==> src/rtl/reel_stop_scheduler_pkg.sv <==
`default_nettype none
// ============================================================================
// Module      : reel_stop_scheduler_pkg
// Description : Shared constants, state encoding and sizing helper for the
//               reel stop scheduler and its top-level integration.
// Revision    : 1.0 - initial release
// ============================================================================
package reel_stop_scheduler_pkg;

   localparam int N_REELS_DEFAULT      = 7;
   localparam int BLINK_CYCLES_DEFAULT = 6;
   localparam int TIMEOUT_DEFAULT      = 20;

   typedef enum logic [1:0] {
      ST_IDLE  = 2'd0,
      ST_BLINK = 2'd1,
      ST_SPIN  = 2'd2,
      ST_DONE  = 2'd3
   } sched_state_t;

   // Bits needed to hold any value in 0..max_val (at least one bit).
   function automatic int cnt_width(input int max_val);
      if (max_val < 2) return 1;
      return $clog2(max_val + 1);
   endfunction

endpackage
`default_nettype wire

==> src/rtl/reel_stop_timer.sv <==
`default_nettype none
// ============================================================================
// Module      : reel_stop_timer
// Description : Idle-time counter for the reel currently allowed to stop.
//               Counts while enabled, saturates at TIMEOUT-1 and flags expiry
//               there; clr has priority and returns it to zero.
// Revision    : 1.0 - initial release
// ============================================================================
module reel_stop_timer
   import reel_stop_scheduler_pkg::*;
#(
   parameter int TIMEOUT = TIMEOUT_DEFAULT
) (
   input  logic clk_2,
   input  logic rst,
   input  logic clr,
   input  logic en,
   output logic expire
);

   localparam int            TW   = cnt_width(TIMEOUT);
   localparam logic [TW-1:0] LAST = TW'(TIMEOUT - 1);

   logic [TW-1:0] count;

   // Saturating count of cycles since the last clear; never wraps.
   always_ff @(posedge clk_2 or posedge rst) begin
      if (rst) begin
         count <= '0;
      end else if (clr) begin
         count <= '0;
      end else if (en && (count != LAST)) begin
         count <= count + 1'b1;
      end
   end

   assign expire = en && (count == LAST);

endmodule
`default_nettype wire

==> src/rtl/reel_stop_scheduler.sv <==
`default_nettype none
// ============================================================================
// Module      : reel_stop_scheduler
// Description : Round controller for the reel display: startup blink, then
//               reels stop strictly from the highest index down to reel 0,
//               either on request or automatically after an idle timeout.
// Revision    : 1.0 - initial release
// ============================================================================
module reel_stop_scheduler
   import reel_stop_scheduler_pkg::*;
#(
   parameter int N_REELS      = N_REELS_DEFAULT,
   parameter int BLINK_CYCLES = BLINK_CYCLES_DEFAULT,
   parameter int TIMEOUT      = TIMEOUT_DEFAULT
) (
   input  logic                                clk_2,
   input  logic                                rst,
   input  logic                                start,
   input  logic [N_REELS-1:0]                  stop_req,
   output logic [N_REELS-1:0]                  run_flag,
   output logic                                blink,
   output logic [1:0]                          state,
   output logic [cnt_width(N_REELS-1)-1:0]     next_idx,
   output logic                                done,
   output logic                                auto_stop
);

   localparam int               IDX_W     = cnt_width(N_REELS - 1);
   localparam logic [IDX_W-1:0] IDX_TOP   = IDX_W'(N_REELS - 1);
   localparam int               BW        = cnt_width(BLINK_CYCLES - 1);
   localparam logic [BW-1:0]    BLINK_END = BW'(BLINK_CYCLES - 1);

   sched_state_t       state_q, state_d;
   logic [BW-1:0]      bcnt_q, bcnt_d;
   logic [N_REELS-1:0] run_flag_d;
   logic [IDX_W-1:0]   next_idx_d;
   logic               blink_d;
   logic               done_d;
   logic               auto_stop_d;
   logic               valid_stop;
   logic               timer_clr;
   logic               timer_en;
   logic               timer_expire;

   reel_stop_timer #(
      .TIMEOUT (TIMEOUT)
   ) u_timer (
      .clk_2  (clk_2),
      .rst    (rst),
      .clr    (timer_clr),
      .en     (timer_en),
      .expire (timer_expire)
   );

   // State and output registers; reset abandons any round in progress.
   always_ff @(posedge clk_2 or posedge rst) begin
      if (rst) begin
         state_q   <= ST_IDLE;
         bcnt_q    <= '0;
         run_flag  <= '0;
         blink     <= 1'b0;
         next_idx  <= IDX_TOP;
         done      <= 1'b0;
         auto_stop <= 1'b0;
      end else begin
         state_q   <= state_d;
         bcnt_q    <= bcnt_d;
         run_flag  <= run_flag_d;
         blink     <= blink_d;
         next_idx  <= next_idx_d;
         done      <= done_d;
         auto_stop <= auto_stop_d;
      end
   end

   // Next-state and next-output decisions; the timer is held clear outside SPIN.
   always_comb begin
      state_d     = state_q;
      bcnt_d      = bcnt_q;
      run_flag_d  = run_flag;
      blink_d     = blink;
      next_idx_d  = next_idx;
      done_d      = done;
      auto_stop_d = 1'b0;
      valid_stop  = 1'b0;
      timer_clr   = 1'b1;
      timer_en    = 1'b0;

      case (state_q)
         ST_IDLE, ST_DONE: begin
            if (start) begin
               state_d    = ST_BLINK;
               bcnt_d     = '0;
               blink_d    = 1'b1;
               done_d     = 1'b0;
               run_flag_d = '0;
            end
         end

         ST_BLINK: begin
            if (bcnt_q == BLINK_END) begin
               state_d    = ST_SPIN;
               run_flag_d = '1;
               blink_d    = 1'b0;
               next_idx_d = IDX_TOP;
            end else begin
               bcnt_d  = bcnt_q + 1'b1;
               blink_d = ~blink;
            end
         end

         ST_SPIN: begin
            timer_en   = 1'b1;
            timer_clr  = 1'b0;
            // Only the reel at next_idx may stop; a request there beats a timeout.
            valid_stop = stop_req[next_idx];
            if (valid_stop || timer_expire) begin
               timer_clr              = 1'b1;
               auto_stop_d            = ~valid_stop;
               run_flag_d[next_idx]   = 1'b0;
               if (next_idx == '0) begin
                  state_d    = ST_DONE;
                  done_d     = 1'b1;
                  run_flag_d = '0;
               end else begin
                  next_idx_d = next_idx - 1'b1;
               end
            end
         end

         default: begin
            state_d = ST_IDLE;
         end
      endcase
   end

   assign state = state_q;

endmodule
`default_nettype wire

==> config.mk <==
export PLATFORM = sky130hd
export DESIGN_NAME = reel_stop_scheduler
export DESIGN_NICKNAME = d
export VERILOG_FILES = /design/src/rtl/reel_stop_scheduler_pkg.sv /design/src/rtl/reel_stop_timer.sv /design/src/rtl/reel_stop_scheduler.sv
export SDC_FILE = /design/constraint.sdc
export NUM_CORES = 1
export LEC_CHECK = 0
export ABC_CLOCK_PERIOD_IN_PS = 3350
export CORE_UTILIZATION = 55
export CTS_CLUSTER_SIZE = 8
export DETAILED_ROUTE_END_ITERATION = 6
export PLACE_DENSITY = 0.84
export SETUP_SLACK_MARGIN = 0.05
export SLEW_MARGIN = 10
export SYNTH_ARGS = -nofsm -noshare
export SYNTH_HDL_FRONTEND = slang
export SYNTH_SLANG_ARGS = --single-unit
==> constraint.sdc <==
create_clock -name clk_2 -period 3.35 [get_ports clk_2]
set_input_delay 0.67 -clock clk_2 [delete_from_list [all_inputs] [get_ports clk_2]]
set_output_delay 0.67 -clock clk_2 [all_outputs]
set_load 0.02 [all_outputs]
==> results of run 1 <==
==> synthesized netlist by cell type (all sizes together) (2+ instances only) <==
library cell,instances
a211o,4
a21boi,3
a21oi,5
a221o,3
a22o,2
buf,2
dfrtp,21
dfstp,2
ha,8
inv,10
mux2,4
nand2,7
nand2b,2
nand3,8
nand4,2
nor2,13
nor2b,3
o21ai,8
o311a,4
xor2,2
==> placed cells by master, fill, tap and decap left out, drive strengths merged, types with 2 or more instances in the layout <==
cell and n:
clkbuf 4, a22o 2, a21boi 3, dfstp 2, inv 10, nand3 8, ha 8, nand4 2
nor2b 3, a21oi 5, o21ai 8, a211o 4, o311a 4, mux2 4, xor2 2, nand2b 2
dfrtp 21, clkdlybuf4s50 24, nand2 7, nor2 13, a221o 3
==> flip-flops by register name (all words and copies together) (netlist names) <==
register / cells
state: 2
done: 1
next_idx: 3
blink: 1
auto_stop: 1
bcnt_q: 3
run_flag: 7
u_timer.count: 5
==> through the flow <==
stage,std cells,util,hold WS [ps],power (mW)
2_1_floorplan,126,-,432,0.852
3_3_place_gp,175,0.703,449,1.01
3_5_place_dp,175,0.703,453,1.03
4_1_cts,179,0.714,470,1.16
5_1_grt,179,0.714,504,1.26
6_report,179,0.714,467,1.17
==> cell families after synthesis <==
| kind of cell | count (synthesis) |
|---|---|
| flip-flops | 23 |
| XOR/XNOR | 3 |
| AND/OR/NAND/NOR | 38 |
| buffers and inverters | 13 |
| multiplexers | 5 |
| AO/OA/AOI/OAI | 36 |
| adder cells (fa/ha/maj) | 8 |
==> how the worst min path moves through the flow <==
stage	slack (ps)	endpoint	cells past startpoint
floorplan	430	u_timer.count[0]	1
finish	470	u_timer.count[0]	1
global placement	450	u_timer.count[0]	1
CTS	470	u_timer.count[0]	1
detailed placement	450	u_timer.count[0]	1
global route	500	u_timer.count[0]	1
==> power breakdown <==
part           internal [mW]  switching, mW  total [mW]
combinational          0.247          0.375       0.622
clock                 0.0467         0.0814       0.128
sequential             0.341         0.0764       0.418
total                  0.635          0.533        1.17
==> area by class of cell <==
class | instances | area share
clock buffer | 4 | 0.0165
inverter | 10 | 0.0235
multi-input combinational | 90 | 0.425
sequential | 23 | 0.362
tap | 28 | 0.0220
timing repair buffer | 24 | 0.151
==> per-layer routing <==
| metal | vias to the layer above | wire length [um] | track usage |
|---|---|---|---|
| met1 | 526 | 1170 | 0.306 |
| li1 | 510 | - | - |
| met4 | 0 | 50 | 0.120 |
| met3 | 5 | 145 | 0.0506 |
| met2 | 40 | 1290 | 0.409 |
| met5 | - | 0 | 0 |
==> worst register-to-register path, delay by kind of cell, from the launching register on <==
kind,cells,cell delay [ps]
AO/OA/AOI/OAI,3,850
multiplexers,1,420
AND/OR/NAND/NOR,1,240
flip-flops,1,630
==> impl_metrics.toml, run 1 <==
[sta]
clock-skew-final_ps = 1.13
maxSlewViolCount = 0
post-route-period-util = 0.690
fmax_mhz = 433
final.setup.tns_ps = 0
min_period_ps = 2310
hold_violations = 0
worst_slack_ps = 1040
slew_headroom = 0.439
rsz0062_at_grt = "false"
tightest_slew_ps = 840
setup_viol = 0

[drt]
final_antenna_net_count = 0
via_per_inst = 6.04
wl_per_cell_um = 14.8
route.vias.total = 1081
drt_iter0_drc = 40
drc = 0
firstDrtPassIters = 4
routed_wl_um = 2650

[clock_network]
htreeDepth = 1
clk_path_buf_depth = 2
path_clk_slew_ps = 120
cts-root-buf = "clkbuf_4"
cts-buffers-inserted = 3
cts_hold_buf = 0
clk_latency_ps = 310
cts_resized = 0
clock-sinks = 23
post-cts-setup-buffers = 0
cts_tree = "done"

[placed_design]
dp_hpwl_um = 1950
portBuffers = 24
place_area_um2 = 1570
place_ws_ps = 752
finalWeightedCongestion = 0.784

[logic_synthesis]
yosysWarnings = 0
synth_seq_cells = 23
yosysTopAreaCell = "dfrtp_1"
synth_top_area_share = 0.400
syn_avg_cell_area_um2 = 10.4
synth-compound-area-share = 0.228
syn_inst = 126
synth_edf_count = 0
synth_simple_gate_area_frac = 0.148
synthXorXnorAreaFrac = 0.0200
synth_top_family_by_area = "compound AO/OA/AOI/OAI gates"
synthAdderAreaFrac = 0.0762
synth_area_leaders = "dfrtp_1, ha_1, dfstp_2"
ys_seq_area_frac = 0.440
ys.flop_type = "dfrtp_1"
syn_area_um2 = 1310
synthesis.nets = 144
synthMuxAreaShare = 0.0448
async_reset_ff_frac = 1.00
synth.distinct_cells = 35

[worst_setup_path]
cp.required_ps = 2680
reg2regPathDepth = 5
max_stage_delay_ps = 690
cp_top_family = "buffers and inverters"
critPathArrivalTime_ps = 1640
rr_endpoint = "run_flag[2]"
worstSetupEndpoint = "next_idx[0]"
worst-path-buf-inv = 1
path_depth = 1
reg2reg_from = "next_idx[0]"
reg2reg_slack_ps = 1110
end_kind = "output pin"
startpoint = "next_idx[0]"
cp_max_fo = 13
crit_slowest_cell = "clkdlybuf4s50_1"
worstPathCellList = "clkdlybuf4s50_1"
worst_setup_path_start_kind = "flop"
critPathKind = "flop to output pin"

[finish]
final-seq-area_um2 = 578
multi_input_area_um2 = 678
final_net_count = 170
layout-drive-gt1-share = 0.0795
fin_area_um2 = 1600
fill_cells = 169
antenna_cells_inserted = 0
syn2layout_area_growth_pct = 21.4

[pwr]
power_density_nw_per_um2 = 732
vdd_ir_drop_max_mv = 0.663
static-leakage-power_nw = 0.739

[global_routing]
grt_pass1_wl_um = 4560
track_usage = 0.247
grt_pass1_vias = 1043
antenna_found_initial = 0
grt_overflow = 0
grt_max_degree = 24

[min_path]
min_path_type = "flop to flop"
hold_start = "u_timer.count[0]"

[run]
drv_cap = 0

[die]
die_w_um = 50.9
die_area_um2 = 2590
rows = 17
placeableCoreArea_um2 = 2230
io_pins = 25
die_y_um = 50.9
initial_utilization = 0.588

[outcome]
status = "finished, final reports clean"
No activity file was read; power rests on OpenSTA's default activity.
==> inputs of run 2 (changes only) <==
Settings changed: ABC_CLOCK_PERIOD_IN_PS 3350 to 1900, CORE_UTILIZATION 55 to 46, PLACE_DENSITY 0.84 to 0.75.
Clock period 3.35 ns to 1.9 ns, I/O delays scaled along.
==> impl_metrics.toml, run 2 (synthesis results as in run 1) <==
[finish]
syn2layout_area_growth_pct = 33.0
layout-drive-gt1-share = 0.193
final_net_count = 185
largest_reg_flops = 7
antenna_cells_inserted = 0
final_cells = 197
fin_area_um2 = 1750
top_register = "run_flag"
largest_registers = "run_flag (7), u_timer.count (5)"
mostFrequentLayoutCell = "clkdlybuf4s50_1"
final_cell_mix = "clkdlybuf4s50_1, dfrtp_1, buf_4"

[pwr]
clkPwrFrac = 0.094
seq_power_share = 0.315
power_density_nw_per_um2 = 1310
sw_frac_of_total = 0.433
p_total_mw = 2.28
vdd_ir_drop_max_mv = 0.850
comb_power_share = 0.592
p_switching_mw = 0.988
p_int_mw = 1.29
static-leakage-power_nw = 0.824

[die]
die_y_um = 55.4
placeableCoreArea_um2 = 2730
io_pins = 25
initial_utilization = 0.481
die_area_um2 = 3070
die_w_um = 55.4
rows = 19

[drt]
final_antenna_net_count = 0
firstDrtPassIters = 4
drc = 0
routed_wl_um = 2900
route.vias.total = 1123
wl_per_cell_um = 14.7
via_per_inst = 5.70
drt_iter0_drc = 28

[global_routing]
grt_overflow = 0
grt_max_degree = 24
track_usage = 0.204
grt_pass1_wl_um = 4910
grt_pass1_vias = 1096
antenna_found_initial = 0

[worst_setup_path]
cp.required_ps = 2090
worst-path-buf-inv = 0
reg2reg_slack_ps = 30
reg2reg_from = "next_idx[0]"
reg2regPathDepth = 5
crit_slowest_cell = "dfrtp_2"
rr_endpoint = "run_flag[2]"
worst_setup_path_start_kind = "flop"
max_stage_delay_ps = 480
critPathArrivalTime_ps = 2060
end_kind = "flop"
critPathKind = "flop to flop"
cp_top_family = "compound AO/OA/AOI/OAI gates"
cp_max_fo = 8
worstPathCellList = "mux2_4 > a221oi_4 > o211ai_4 > nor3b_4 > a221o_1"

[min_path]
min_path_type = "primary input to asynchronous set/reset pin"

[clock_network]
cts-buffers-inserted = 3
clk_path_buf_depth = 2
htreeDepth = 1
clk_latency_ps = 300
clock-sinks = 23
cts_tree = "done"
cts-root-buf = "clkbuf_4"
path_clk_slew_ps = 110

[placed_design]
dp_hpwl_um = 2210
place_area_um2 = 1680
dp.cells = 192
portBuffers = 24
finalWeightedCongestion = 0.857

[sta]
maxSlewViolCount = 0
rsz0062_at_grt = "true"
fmax_mhz = 536
hold_violations = 0
min_period_ps = 1870
clock-skew-final_ps = 5.23
tightest_slew_ps = 452
setup_viol = 0
post-route-period-util = 0.982
slew_headroom = 0.695

[run]
drv_cap = 0

[outcome]
status = "finished, final reports clean"
run 2: cell types whose count changed in the layout (fill, tap and decap cells not counted), sizes merged:
cell | previous run | this run
buf | 0 | 15
clkdlybuf4s50 | 24 | 22
dlygate4sd2 | 0 | 2
run 2: worst reg2reg max path: stages, from the launching register on:
cell and delay, ps:
dfrtp_2 480, mux2_4 330, a221oi_4 310, o211ai_4 160, nor3b_4 210, a221o_1 270
run 2: routing by layer:
layer	vias to the layer above	track usage	routed length (um)
met5	-	0	0
met2	34	0.334	1430
met1	542	0.274	1280
li1	540	-	-
met4	0	0.0643	53
met3	7	0.0375	142
run 2: stage by stage:
| stage | TNS, ps | setup slack, ps | utilization | hold slack, ps |
|---|---|---|---|---|
| after CTS | 0 | 27.4 | 0.627 | 394 |
| final | 0 | 34.2 | 0.639 | 391 |
| after detailed placement | -2960 | -280 | 0.615 | 466 |
| after floorplan | 0 | 36.0 | - | 380 |
| after global routing | -151 | -36.8 | 0.639 | 439 |
| after global placement | -2210 | -214 | 0.615 | 442 |
run 2: power groups by stage:
| stage | sequential [mW] | clock (mW) | combinational [mW] |
|---|---|---|---|
| after floorplan | 0.784 | 0 | 0.728 |
| after global placement | 0.720 | 0 | 1.25 |
| after detailed placement | 0.728 | 0 | 1.28 |
| after CTS | 0.718 | 0.225 | 1.29 |
| after global routing | 0.740 | 0.244 | 1.47 |
| final | 0.719 | 0.214 | 1.35 |
run 2: timing repair:
action / CTS / global route
hold buffers: 0 / 0
setup endpoints to repair: 11 / 12
endpoints found under the hold margin: 0 / 0
pin swaps: 2 / 1
buffers inserted: 0 / 1
gates resized for setup: 4 / 4
run 2: worst max-delay path by stage:
stage,depth (start not counted),end,slack [ps],startpoint
floorplan,6,run_flag[1],40,next_idx[0]
global placement,6,run_flag[1],-210,stop_req[0]
detailed placement,6,run_flag[2],-280,stop_req[0]
CTS,5,run_flag[3],30,next_idx[0]
global route,5,run_flag[2],-40,next_idx[0]
finish,5,run_flag[2],30,next_idx[0]
run 2: area by class of cell:
type	count	area [um^2]
clock buffer	4	26.3
sequential	23	579
fill	229	986
multi-input combinational	90	716
timing repair buffer	39	350
inverter	10	37.5
tap	31	38.8
